--- config.mk ---
export PLATFORM = sky130hd
export DESIGN_NAME = fetch_redirect_ctrl
export DESIGN_NICKNAME = d
export VERILOG_FILES = /design/src/rtl/fetch_redirect_ctrl.sv
export SDC_FILE = /design/constraint.sdc
export NUM_CORES = 1
export LEC_CHECK = 0
export ABC_AREA = 1
export BUFFER_PORTS_ARGS = -buffer_cell sky130_fd_sc_hd__buf_2
export CORE_MARGIN = 2
export CORE_UTILIZATION = 42
export CTS_CLUSTER_DIAMETER = 200
export CTS_CLUSTER_SIZE = 28
export DETAILED_ROUTE_END_ITERATION = 6
export HOLD_SLACK_MARGIN = 0.15
export PLACE_DENSITY_LB_ADDON = 0.15
export SLEW_MARGIN = 20
export SYNTH_ARGS = -nofsm -noshare
export SYNTH_HDL_FRONTEND = slang
export SYNTH_SLANG_ARGS = --single-unit
--- constraint.sdc ---
create_clock -name clk -period 3.5 [get_ports clk]
set_clock_uncertainty 0.1 [all_clocks]
set_input_delay 0.525 -clock clk [delete_from_list [all_inputs] [get_ports clk]]
set_output_delay 0.525 -clock clk [all_outputs]
set_load 0.03 [all_outputs]
--- src/rtl/fetch_redirect_ctrl.sv ---
// Front-end fetch sequencer: arbitrates redirects into the BPU, meters sequential
// fetch against fetch-queue credits and drains the fetch pipe after each redirect.
module fetch_redirect_ctrl #(
  parameter int FQ_DEPTH     = 8,
  parameter int FLUSH_CYCLES = 2
) (
  input  logic                          clk,
  input  logic                          rst_n,
  input  logic                          cmt_redirect_valid,
  input  logic [31:0]                   cmt_redirect_target,
  input  logic                          bru_redirect_valid,
  input  logic [31:0]                   bru_redirect_target,
  input  logic                          pdc_redirect_valid,
  input  logic [31:0]                   pdc_redirect_target,
  input  logic                          idle_req,
  input  logic                          icache_ready,
  input  logic                          fq_pop,
  output logic                          bpu_next,
  output logic                          bpu_redirect,
  output logic [31:0]                   bpu_target,
  output logic                          fetch_flush,
  output logic [$clog2(FQ_DEPTH+1)-1:0] credit,
  output logic [1:0]                    state
);

  localparam int CW = $clog2(FQ_DEPTH+1);
  localparam logic [2:0] CNT_RELOAD = 3'(FLUSH_CYCLES-1);

  typedef enum logic [1:0] {RUN = 2'd0, FLUSH = 2'd1, IDLE = 2'd2} state_t;

  state_t        st, st_nxt;
  logic [2:0]    cnt, cnt_nxt;
  logic [CW-1:0] credit_q, credit_nxt;
  logic [CW:0]   credit_sum;
  logic          any_v, accept;
  logic [31:0]   sel_target;

  always_comb begin
    sel_target = pdc_redirect_target;
    if (cmt_redirect_valid)      sel_target = cmt_redirect_target;
    else if (bru_redirect_valid) sel_target = bru_redirect_target;
  end

  assign any_v  = cmt_redirect_valid | bru_redirect_valid | pdc_redirect_valid;
  // While parked only a commit redirect may wake the front end.
  assign accept = rst_n & ((st == IDLE) ? cmt_redirect_valid : any_v);

  assign bpu_redirect = accept;
  assign bpu_target   = accept ? {sel_target[31:2], 2'b00} : 32'h0;
  assign bpu_next     = rst_n & (st == RUN) & icache_ready & (credit_q != '0)
                        & ~accept & ~idle_req;
  assign fetch_flush  = ~rst_n | accept | (st == FLUSH) | ((st == RUN) & idle_req);
  assign credit       = credit_q;
  assign state        = st;

  always_comb begin
    st_nxt  = st;
    cnt_nxt = cnt;
    case (st)
      RUN: begin
        if (accept) begin
          st_nxt  = FLUSH;
          cnt_nxt = CNT_RELOAD;
        end else if (idle_req) begin
          st_nxt = IDLE;
        end
      end
      FLUSH: begin
        if (accept)          cnt_nxt = CNT_RELOAD;
        else if (cnt == '0)  st_nxt  = RUN;
        else                 cnt_nxt = cnt - 3'd1;
      end
      IDLE: begin
        if (accept) begin
          st_nxt  = FLUSH;
          cnt_nxt = CNT_RELOAD;
        end
      end
      default: begin
        st_nxt  = FLUSH;
        cnt_nxt = CNT_RELOAD;
      end
    endcase
  end

  // A flush empties the queue, so any pop in that cycle refers to a discarded packet.
  always_comb begin
    credit_sum = {1'b0, credit_q} + (CW+1)'(fq_pop) - (CW+1)'(bpu_next);
    credit_nxt = credit_sum[CW-1:0];
    if (credit_sum > (CW+1)'(FQ_DEPTH)) credit_nxt = CW'(FQ_DEPTH);
    if (fetch_flush)                    credit_nxt = CW'(FQ_DEPTH);
  end

  always_ff @(posedge clk) begin
    if (!rst_n) begin
      st       <= FLUSH;
      cnt      <= CNT_RELOAD;
      credit_q <= CW'(FQ_DEPTH);
    end else begin
      st       <= st_nxt;
      cnt      <= cnt_nxt;
      credit_q <= credit_nxt;
    end
  end

`ifndef SYNTHESIS
  always_ff @(posedge clk) begin
    if (rst_n && !fetch_flush && fq_pop)
      assert (credit_q != CW'(FQ_DEPTH)) else $error("fq_pop with full credit");
  end
`endif

endmodule

Yosys cells after proc, flatten, opt, wreduce, memory -nomap -nowiden
Index checks and enable logic that the tools add are counted.
Word-level totals
  flip-flop bits (word level): 9
  output and inout port bits: 41
  logic and storage cells: 51
Operators by class
  $add $sub $neg: 3
  magnitude comparators: 1
  equality and inequality tests: 8
  multiplexer cells: 14
  bitwise operators: 15
  reductions and logical operators: 7
Operator list (number)
  2-to-1 mux 32 bit: 3
  2-to-1 mux 2 bit: 5
  2-to-1 mux 3 bit: 3
  bitwise AND 1 bit: 7
  inequality test 3 bit (second input constant): 2
  case mux 2 bit (3 select lines): 1
  case mux 3 bit (2 select lines): 1
  adder 4 x 1 -> 5 bit: 1
  > comparator 5 x 4 -> 1 bit (second input constant): 1
  bitwise OR 1 bit: 5
  subtractor 5 x 1 -> 5 bit: 1
  inequality test 2 x 1 -> 1 bit (second input constant): 2
  inequality test 2 bit (second input constant): 2
  AND reduction 4 bit: 1
  nonzero test 4 bit: 1
  logical NOT 3 bit: 1
  NOT 1 bit: 3
  OR reduction 3 bit: 1
  subtractor 3 x 1 -> 3 bit (second input constant): 1
  == test 2 x 1 -> 1 bit (second input constant): 1
  == test 2 bit (second input constant): 1
  logical NOT 2 bit: 1
  AND reduction 2 bit: 1
  OR reduction 2 bit: 1
  2-to-1 mux 1 bit: 1

Depth between registers and ports, before layout
  depth after elaboration: 10
  mapped depth: 17
  mapped depth without buffers: 17

Worst setup path after synthesis
OpenSTA, ideal clock, no wires.
  kind: register to register
  start: register st[1], in the netlist state[1]
  end: register credit_q[2], in the netlist credit[2]
  arrival time: 2.833 ns
  slack: 0.503 ns
  stages on the path, launching flop included: 17
  buffers on the path: 1
  clock period less this slack: 2.997 ns
  cells stage by stage: dfxtp_1 > buf_6 > nand2_4 > nand2_4 > nand2_4 > nand2_8 > inv_2 > nor3_2 > ha_1 > inv_1 > ha_1 > fa_1 > nor2_1 > nand2_1 > nand3_1 > nand3_2 > nor2_1
Between the ends
  cells in the longest elaborated chain, start to end: 9
RTL lines
  from (decl): line 31  | state_t st, st_nxt;
  from (signal assigned): line 100  | st <= st_nxt;
  == test 2 bit: line 46  | assign accept = rst_n & ((st == IDLE) ? cmt_redirect_valid : any_v);
  2-to-1 mux 1 bit: line 46
  bitwise AND 1 bit: line 46
  named net bpu_redirect: line 19  | output logic bpu_redirect,
  NOT 1 bit: line 51  | & ~accept & ~idle_req;
  bitwise AND 1 bit (2 in a row): line 51
  named net bpu_next: line 18  | output logic bpu_next,
  subtractor 5 x 1 -> 5 bit: line 88  | credit_sum = {1'b0, credit_q} + (CW+1)'(fq_pop) - (CW+1)'(bpu_next);
  named net credit_sum[1]: line 34  | logic [CW:0] credit_sum;
  > comparator 5 x 4 -> 1 bit: line 90  | if (credit_sum > (CW+1)'(FQ_DEPTH)) credit_nxt = CW'(FQ_DEPTH);
  OR reduction 3 bit (no source line)
  to (signal assigned): line 98  | credit_q <= CW'(FQ_DEPTH);
  to (signal assigned): line 102  | credit_q <= credit_nxt;
  to (decl): line 33  | logic [CW-1:0] credit_q, credit_nxt;
The timed path passes the listed nets, and every way through them passes these cells.
A chain may end at the register's enable or synchronous reset.

Worst setup path in the final report
  start: register st[1], in the netlist state[1]
  end: output port bpu_target[31]
Between the ends
  cells in the longest elaborated chain, start to end: 4
RTL lines
  == test 2 bit: line 46
  2-to-1 mux 1 bit: line 46
  bitwise AND 1 bit: line 46
  2-to-1 mux 32 bit: line 49  | assign bpu_target = accept ? {sel_target[31:2], 2'b00} : 32'h0;
  to (decl): line 20  | output logic [31:0] bpu_target,
Every way passes these cells.

==> impl_results.md <==
* Status: complete, no violations
* Wire length per cell after detailed routing at ~11 um
* Ordered list of cells on the worst path: nand2_4 > nand2_4 > nand2_4 > nand2_8 > buf_4 > nor2_1 > buf_2
* Pins Over Slew Limit at 0
* CTS buffer count at 3
* Min setup slack post-route at approximately 0.8 ns
* Actual transition at the worst max-transition pin at between 0.8 and 0.9 ns
* Cell seen most often among critical-path stages: nand2_4
* Min Tclk post-route at around 2.7 ns
* Length of the first detailed-routing pass in iterations at 4
* Die width at between 60 and 70 um
* Starting Density at roughly 43%
* Setup-violating endpoint count in the final report at 0
* Placer congestion estimate at 0.7753
* Worst max-slew margin expressed relative to the limit at about 43%
* Count of boundary I/O pins at ~150
* Gate count of the mapped netlist at 260
* Clk buf depth at 2
* Dpl hpwl at about 3600 um
* Total number of placement rows at 23
* Number of routed nets with antenna violations at 0
* Number of remaining DRC errors at 0
* Critical Path Max Stage Delay at roughly 0.66 ns
* Ratio of cells with drive above 1 in the final layout at 48.58%
* Vias post-DR at 2031
* Sequential element share of the synthesized area at between 10% and 20%
* Height of the die at 67.51 um
* F_max at 370.4 MHz
* DR vias/cell at roughly 4.6
* Startpoint type of the worst setup path: flip-flop
* Pin count of the biggest net entering global routing at 62
* Core Region at between 3000 and 4000 um^2
* Die footprint at between 4000 and 5000 um^2
* Buffers on Ports at ~140
* Average size of a mapped cell at roughly 6.5 um^2
* Synth-to-Final Area Change at 40.10%
* # nets final at approximately 500
* Synth cell types at 31
* Slowest stage cell, crit path: buf_4
* Vias in the first global route at approximately 1700
* Clock slew at the register clock pins of the worst setup and hold paths at roughly 0.050 ns
* Total negative slack at 0 ns
* Startpoint-to-endpoint class of the critical path: flip-flop to primary output
* Slack of the worst reg-to-reg path at ~0.96 ns
* Final WL at 4642 um
* Seq cells post-synth at 9
* Netlist area before placement at 1694 um^2
* Final hold violations at 0
* Antenna diode instance count at 0
* Critical path buffers and inverters at 2
* Final Cycle Share at approximately 77%
* Clock tree from TritonCTS: built
* Number of gates given a new drive strength after cts at 0
* RSZ-0062 raised after global routing: no
* Pre-CTS setup slack at around 0.74 ns
* Path category of the worst min-delay check: flip-flop to flip-flop
* Global route overflow at 0
* Max Cap Violations at 0
* Hold_buf cts at 0
* Root cell of the clock tree: clkbuf_8
* Global-route usage over all layers at around a fifth
* Maximum ir drop on the vdd rail at approximately 250 uV
* Critical path fanouts, max at 33
* DR iter-0 viols at 56
* Leakage dissipation at 1.254 nW
* Post-CTS setup buffers at 0
* Total number of H-tree levels at 1
* Power density cells at between 200 and 250 nW/um^2
* Crit. End Element: primary output
* Gate family responsible for the most delay along the worst path: buffers and inverters
* Number of sinks handled by clock tree synthesis at 9
* Data arrival time of the critical path at a little over 2 ns
* Number of antenna violations at the first check in global routing at 0
* Worst path required time at approximately 2.9 ns
* First-pass GRT wire length at a little under 7000 um
* Count of synthesis-stage warnings from yosys at 0
* Clock Latency Late Sink at 0.24 ns
==> path summary, 6_finish.rpt <==
check	startpoint	endpoint	depth (start not counted)
max	state[1]$_SDFFE_PN0P_	bpu_target[31]	7
min	cnt[1]$_SDFFE_PN0P_	cnt[1]$_SDFFE_PN0P_	2
max reg2reg	state[1]$_SDFFE_PN0P_	credit[2]$_SDFF_PP0_	15
min reg2reg	cnt[1]$_SDFFE_PN0P_	cnt[1]$_SDFFE_PN0P_	2
==> metal layers <==
metal / vias up / part of all wire (%) / GRT usage, %
li1: 1090 / - / -
met1: 854 / 40 / 22.16
met2: 83 / 49 / 36.03
met3: 4 / 10 / 3.833
met4: 0 / 0.32 / 3.316
met5: - / 0 / 0
==> cell families (layout without fill, tap and decap cells) <==
family | Yosys count | in the layout | share of synthesized area, %
adders and majority gates | 9 | 9 | 7.090
DFF | 9 | 9 | 10.63
xor gates and xnor gates | 1 | 1 | 0.5171
AOI/OAI and AO/OA | 39 | 39 | 12.04
other | 1 | 2 | 0.2214
buffers and inverters | 39 | 165 | 13.07
and+or+nand+nor | 162 | 162 | 56.43
==> flip-flops by register name, indices dropped and copies added (netlist names) <==
| name | count |
|---|---|
| credit | 4 |
| state | 2 |
| cnt | 3 |
==> Yosys cell counts <==
cell type	n	area share, %
a21oi_1	5	1.5
buf_12	3	3.5
buf_2	9	2.7
buf_4	2	0.89
buf_6	1	0.66
clkbuf_1	3	0.66
clkinv_1	1	0.22
conb_1	1	0.22
dfxtp_1	9	11
fa_1	1	1.2
ha_1	8	5.9
inv_1	16	3.5
inv_2	4	0.89
nand2_1	72	16
nand2_2	1	0.37
nand2_4	3	2.0
nand2_8	1	1.2
nand3_1	39	12
nand3_2	3	1.8
nand4_1	1	0.37
nor2_1	8	1.8
nor2_2	1	0.37
nor2_4	30	20
nor3_1	2	0.59
nor3_2	1	0.59
o211ai_1	1	0.44
o21ai_0	30	8.9
o21ai_1	1	0.30
o21ai_2	1	0.52
o21bai_1	1	0.44
xnor2_1	1	0.52
==> cell usage in the layout (no fill, tap or decap), types with 2 or more instances in the layout <==
master	n
nor2_4	30
nand2_1	72
nand3_1	39
inv_1	16
nor2_1	8
o21ai_0	30
dfxtp_1	9
inv_2	4
nand3_2	3
nand2_4	3
nor3_1	2
conb_1	2
buf_4	4
a21oi_1	5
ha_1	8
buf_2	136
clkbuf_8	3
==> through the flow <==
stage	hold WS, ns	std cells	cell area [um^2]	utilization [%]	total power, mW
5_1_grt	0.3969	437	2374	60.20	0.5388
4_1_cts	0.3644	437	2374	60.20	0.5077
2_1_floorplan	0.3399	261	1698	-	0.2997
6_report	0.3662	437	2374	60.20	0.4998
3_3_place_gp	0.3517	433	2328	59.06	0.3781
3_5_place_dp	0.3570	433	2328	59.06	0.3804
==> layout make-up <==
cell class	instances	area [um^2]
Clock buffer	4	45.04
Inverter	21	78.83
Fill cell	399	1569
Multi-Input combinational cell	213	1296
Sequential cell	9	180.2
Timing Repair Buffer	140	710.7
Tap cell	50	62.56
==> tightest hold or removal path: cells and delay by family, from the launching register on <==
kind / cells / cell delay, ns
flip-flops: 1 / 0.30
AO/OA/AOI/OAI: 1 / 0.05
AND/OR/NAND/NOR: 1 / 0.06
==> where the power goes <==
| part | leakage, nW | switching [mW] | internal [mW] |
|---|---|---|---|
| Clock | 0.0228 | 0.0444 | 0.0796 |
| Combinational | 1.16 | 0.168 | 0.103 |
| Sequential | 0.0727 | 0.000620 | 0.103 |
(Power assumes the default switching activity.)
